File: config.mk
export PLATFORM = sky130hd
export DESIGN_NAME = seg_scan_capture
export DESIGN_NICKNAME = d
export VERILOG_FILES = /design/src/rtl/seg_scan_capture.sv
export SDC_FILE = /design/constraint.sdc
export NUM_CORES = 1
export LEC_CHECK = 0
export BUFFER_PORTS_ARGS = -buffer_cell sky130_fd_sc_hd__buf_2
export CORE_MARGIN = 5
export CORE_UTILIZATION = 55
export CTS_BUF_LIST = sky130_fd_sc_hd__clkbuf_4
export CTS_CLUSTER_SIZE = 30
export DETAILED_ROUTE_END_ITERATION = 12
export MAX_ROUTING_LAYER = met4
export PLACE_DENSITY = 0.71
export SETUP_SLACK_MARGIN = 0.1
export SLEW_MARGIN = 10
export SYNTH_ARGS = -nofsm -noshare
export SYNTH_HDL_FRONTEND = slang
export SYNTH_SLANG_ARGS = --single-unit
File: constraint.sdc
create_clock -name CLK100MHZ -period 6.2 [get_ports CLK100MHZ]
set_input_delay 0 -clock CLK100MHZ [delete_from_list [all_inputs] [get_ports CLK100MHZ]]
set_output_delay 0 -clock CLK100MHZ [all_outputs]
set_load 0.01 [all_outputs]
File: src/rtl/seg_scan_capture.sv
`default_nettype none
// ============================================================================
// Module      : seg_scan_capture
// Description : Recovers an 8-digit frame from a multiplexed 7-segment scan.
// Revision    : 1.0 - initial release
// ============================================================================
module seg_scan_capture #(
    parameter int STABLE_CYCLES  = 16,
    parameter int TIMEOUT_CYCLES = 2097152
) (
    input  logic        CLK100MHZ,
    input  logic        reset,
    input  logic [7:0]  an,
    input  logic [6:0]  seg,
    output logic [31:0] data,
    output logic [7:0]  glyph_err,
    output logic        frame_valid,
    output logic        an_err,
    output logic        stale
);

    localparam logic [7:0] c_STABLE_MAX  = 8'(STABLE_CYCLES);
    localparam logic [7:0] c_STABLE_LAST = 8'(STABLE_CYCLES - 1);
    localparam int         c_IDLE_W      = $clog2(TIMEOUT_CYCLES + 1);
    localparam logic [c_IDLE_W-1:0] c_IDLE_LAST = c_IDLE_W'(TIMEOUT_CYCLES - 1);
    localparam logic [c_IDLE_W-1:0] c_IDLE_ONE  = c_IDLE_W'(1);

    logic [7:0]          r_an_meta, r_an_s;
    logic [6:0]          r_seg_meta, r_seg_s;
    logic [14:0]         r_pair_prev;
    logic [7:0]          r_stab_cnt;
    logic [c_IDLE_W-1:0] r_idle_cnt;
    logic [7:0]          r_seen;
    logic [31:0]         r_shadow;
    logic [7:0]          r_shadow_err;
    logic [31:0]         r_data;
    logic [7:0]          r_glyph_err;
    logic                r_frame_valid;
    logic                r_an_err;
    logic                r_stale;

    logic [14:0] w_pair;
    logic        w_same;
    logic        w_accept;
    logic [7:0]  w_an_n;
    logic        w_onehot;
    logic        w_blank;
    logic        w_capture;
    logic        w_bad_an;
    logic        w_frame_done;
    logic        w_timeout;
    logic [2:0]  w_digit;
    logic [3:0]  w_nibble;
    logic        w_glyph_ok;
    logic [31:0] w_shadow_next;
    logic [7:0]  w_err_next;
    logic [7:0]  w_seen_next;

    always_ff @(posedge CLK100MHZ or posedge reset) begin
        if (reset) begin
            r_an_meta  <= 8'hFF;
            r_an_s     <= 8'hFF;
            r_seg_meta <= 7'h7F;
            r_seg_s    <= 7'h7F;
        end else begin
            r_an_meta  <= an;
            r_an_s     <= r_an_meta;
            r_seg_meta <= seg;
            r_seg_s    <= r_seg_meta;
        end
    end

    assign w_pair   = {r_an_s, r_seg_s};
    assign w_same   = (w_pair == r_pair_prev);
    assign w_accept = w_same && (r_stab_cnt == c_STABLE_LAST);

    always_ff @(posedge CLK100MHZ or posedge reset) begin
        if (reset) begin
            r_pair_prev <= {8'hFF, 7'h7F};
            r_stab_cnt  <= 8'd0;
        end else begin
            r_pair_prev <= w_pair;
            if (!w_same)
                r_stab_cnt <= 8'd0;
            else if (r_stab_cnt != c_STABLE_MAX)
                r_stab_cnt <= r_stab_cnt + 8'd1;
        end
    end

    // Exactly one enable low: the inverted vector is a nonzero power of two.
    assign w_an_n    = ~r_an_s;
    assign w_onehot  = (w_an_n != 8'd0) && ((w_an_n & (w_an_n - 8'd1)) == 8'd0);
    assign w_blank   = (r_an_s == 8'hFF);
    assign w_capture = w_accept && w_onehot;
    assign w_bad_an  = w_accept && !w_onehot && !w_blank;

    always_comb begin
        w_digit = 3'd0;
        for (int i = 0; i < 8; i++) begin
            if (w_an_n[i])
                w_digit = 3'(i);
        end
    end

    always_comb begin
        w_glyph_ok = 1'b1;
        w_nibble   = 4'h0;
        case (r_seg_s)
            7'h40: w_nibble = 4'h0;
            7'h79: w_nibble = 4'h1;
            7'h24: w_nibble = 4'h2;
            7'h30: w_nibble = 4'h3;
            7'h19: w_nibble = 4'h4;
            7'h12: w_nibble = 4'h5;
            7'h02: w_nibble = 4'h6;
            7'h78: w_nibble = 4'h7;
            7'h00: w_nibble = 4'h8;
            7'h10: w_nibble = 4'h9;
            7'h08: w_nibble = 4'hA;
            7'h03: w_nibble = 4'hB;
            7'h46: w_nibble = 4'hC;
            7'h21: w_nibble = 4'hD;
            7'h06: w_nibble = 4'hE;
            7'h0E: w_nibble = 4'hF;
            default: w_glyph_ok = 1'b0;
        endcase
    end

    // Shadow contents as they would be after this capture; used for frame commit.
    always_comb begin
        w_shadow_next                      = r_shadow;
        w_shadow_next[{w_digit, 2'b00} +: 4] = w_nibble;
        w_err_next                         = r_shadow_err;
        w_err_next[w_digit]                = ~w_glyph_ok;
        w_seen_next                        = r_seen | w_an_n;
    end

    assign w_frame_done = w_capture && (w_seen_next == 8'hFF);
    assign w_timeout    = (r_idle_cnt == c_IDLE_LAST) && !w_capture;

    always_ff @(posedge CLK100MHZ or posedge reset) begin
        if (reset) begin
            r_seen        <= 8'd0;
            r_shadow      <= 32'd0;
            r_shadow_err  <= 8'd0;
            r_data        <= 32'd0;
            r_glyph_err   <= 8'd0;
            r_frame_valid <= 1'b0;
            r_an_err      <= 1'b0;
            r_stale       <= 1'b1;
            r_idle_cnt    <= '0;
        end else begin
            r_frame_valid <= w_frame_done;
            r_an_err      <= w_bad_an;
            if (w_capture) begin
                r_shadow     <= w_shadow_next;
                r_shadow_err <= w_err_next;
                r_idle_cnt   <= '0;
                if (w_frame_done) begin
                    r_data      <= w_shadow_next;
                    r_glyph_err <= w_err_next;
                    r_seen      <= 8'd0;
                    r_stale     <= 1'b0;
                end else begin
                    r_seen <= w_seen_next;
                end
            end else if (w_timeout) begin
                r_seen     <= 8'd0;
                r_stale    <= 1'b1;
                r_idle_cnt <= '0;
            end else begin
                r_idle_cnt <= r_idle_cnt + c_IDLE_ONE;
            end
        end
    end

    assign data        = r_data;
    assign glyph_err   = r_glyph_err;
    assign frame_valid = r_frame_valid;
    assign an_err      = r_an_err;
    assign stale       = r_stale;

endmodule
`default_nettype wire

==> results.md <==
* Crit path max fanout at 10
* Num CTS Buffers at 17
* Post-layout total power at about 1900 uW
* Startpoint Class: flip-flop
* Setup bufs post-CTS at 0
* # placed instances at a little under 900
* Die height at approximately 130 microns
* Max frequency at ~0.28 GHz
* Crit path capture type: flip-flop
* Top-area cell type share of the netlist area at 0.382
* Clock Sinks at 166
* Final net count at slightly below 800
* YS warnings at 0
* # rows at 43
* Vias in the first global route at 5495
* Die area at between 15000 and 20000 sq um
* Syn Nets at between 700 and 800
* Reg2Reg Depth at 8
* Total Wirelength at 16000 microns
* GRT Residual Overflow at 0
* Critical path required time at around 6.6 ns
* Via Count at 5362
* EDFF count, synth at 0
* Flop and latch count out of synthesis at approximately 170
* Largest net degree at the start of global routing at about 100
* Routed WL per cell at between 15 and 20 microns
* Peak VDD IR at 148 uV
* Register area share after synthesis at 0.536
* Final non-filler cell total at roughly 940
* Mapped Area at between 7000 and 8000 sq um
* Synth Area per Inst at 11.5 sq um
* Tcrit/Tclk final at 0.572
* Global-route wire length before repair at between 20000 and 30000 microns
* Initial antenna violation count at 1
* Kind of critical path: reg2reg
* Clk buf depth at 2
* CTS tree: yes
* Final hold violations at 0
* Crit path DAT at roughly 4.0 ns
* Setup violations, final at 0
* Cts hold-fix bufs at 16
* Slew headroom at 0.401
* Mapped Cells at 681
* RSZ-0062 raised after global routing: no
* Synth top area cells: dfrtp_1, dfstp_2, mux2_2
* Post-layout min period at ~3.5 ns
* DRT iter0 DRCs at just under 400
* Leakage at ~0.0041 uW
* Final Max Slew Viols at 0
* Routed met2 length at 8080 microns
* Max-cap violations at 0
* Hold Path Stages at 2
* Top FF cell, synth: dfrtp_1
* Synth cell types at 66
* Routability Congestion at ~0.87
* Gr usage total at 0.208
* Post-DP HPWL at between 10000 and 15000 microns
* DRT antenna net count at 0
* Met3 wire length at 738 microns
* # port buffers at 59
* Top Layer Used: met4
* H-Tree Depth at 4
* Worst hold path type: in2reg
* Synth-to-Final Area Change at 10.9%
* Worst Tran Pin Value at 0.898 ns
* Vias/cell at 5.71
* DR pass1 iterations at 5
* Power density cells at between 200 and 250 nW/um^2
* Final TNS setup at 0 ns
* Worst skew pair latency at ~0.56 ns
* Met1 WL at between 6000 and 7000 microns
* Initial Util at 0.564
* Status: complete, no violations
* Async set-or-reset flop fraction in the synthesized netlist at 1.00
* Post-CTS Resized at 0
* Die X at between 100 and 150 microns
* Clock tree root buffer cell: clkbuf_4
* Clk slew on worst S/H paths at roughly 0.14 ns
* Core area at 13900 sq um
* Residual DRC at 0
* Cell taking the most area after synthesis: dfrtp_1
* Clock skew at 0.0221 ns
* Num ports at 60
* Share of cells above drive strength 1 at 0.326
[worst max-delay path, cell delays in order (launching register included)]
cell and delay, ns:
dfstp_2 0.67, o21ai_0 0.15, a31oi_2 0.50, ha_1 0.27, ha_1 0.31, a41oi_1 0.46
nand2_1 0.31, or3_4 0.44, mux2_1 0.33
[through the flow]
| step | setup WS (ns) | cell area [sq um] | utilization | hold slack [ns] |
|---|---|---|---|---|
| floorplan | 1.79 | 7850 | - | 0.00448 |
| global placement | 2.88 | 8200 | 0.589 | 0.105 |
| detailed placement | 2.73 | 8200 | 0.589 | 0.106 |
| CTS | 2.71 | 8690 | 0.624 | 0.00318 |
| global route | 2.45 | 8710 | 0.625 | 0.0150 |
| finish | 2.65 | 8710 | 0.625 | 0.0607 |
[report_power, final]
part	switching, uW	leakage, uW	internal (uW)
Sequential	22.5	0.00215	1110
Clock	382	0.000178	329
Combinational	68.7	0.00173	36.5
[cell usage after synthesis (all sizes together), types with 8 or more instances]
| library cell | number |
|---|---|
| dfrtp | 120 |
| mux2 | 87 |
| nor2 | 57 |
| nand2 | 54 |
| dfstp | 46 |
| o21ai | 38 |
| inv | 35 |
| buf | 29 |
| nand3 | 26 |
| nor3 | 22 |
| xor2 | 22 |
| xnor2 | 20 |
| nand4 | 13 |
| and3 | 9 |
| ha | 9 |
| a2111o | 8 |
| mux2i | 8 |
[layout by cell type (no fill, tap or decap), types with 19 or more instances in the layout]
cell type,Yosys,layout
mux2_2,75,75
xnor2_1,19,19
nand2_1,53,53
dfstp_2,46,46
nand3_1,26,26
o21ai_0,36,36
dfrtp_1,120,120
buf_2,15,59
inv_1,31,30
xor2_1,22,22
nor2_1,56,56
[cell type report]
| type | instances | area (sq um) |
|---|---|---|
| antenna | 1 | 2.50 |
| clock buffer | 18 | 135 |
| clock inverter | 14 | 196 |
| fill | 1102 | 5230 |
| inverter | 35 | 136 |
| multi-input combinational | 445 | 3310 |
| sequential | 166 | 4210 |
| tap | 180 | 225 |
| timing repair buffer | 80 | 495 |
[state kept, by name (all words and copies together) (netlist names)]
name	count
stale	1
r_seg_s	7
r_stab_cnt	8
data	32
glyph_err	8
r_seg_meta	7
r_shadow	32
r_pair_prev	15
r_shadow_err	8
r_idle_cnt	22
an_err	1
frame_valid	1
r_seen	8
r_an_s	8
r_an_meta	8
[routing by layer]
layer  GRT usage  vias to the layer above
met1       0.248                     2686
met2       0.343                      127
li1            -                     2515
met4      0.0831                        0
met5           -                        -
met3      0.0474                       34
[cell families after synthesis]
logic type | share of synthesized area
simple gates | 0.153
mux | 0.135
xor+xnor | 0.0478
flops | 0.536
compound gates | 0.0668
fa+ha+maj | 0.0170
buf+inv | 0.0440
[path summary, 6_finish.rpt]
path / start / to / slack (ns)
setup / recovery: r_an_s[3] / r_shadow[25] / 2.65
hold / removal: seg[5] / r_seg_meta[5] / 0.06
setup reg to reg: r_an_s[3] / r_shadow[25] / 2.65
hold reg to reg: r_seg_meta[6] / r_seg_s[6] / 0.35
max in group asynchronous: reset / an_err / 4.66
min in group asynchronous: reset / r_shadow[1] / 0.16
Note: power is estimated with default switching activity, not from simulation.
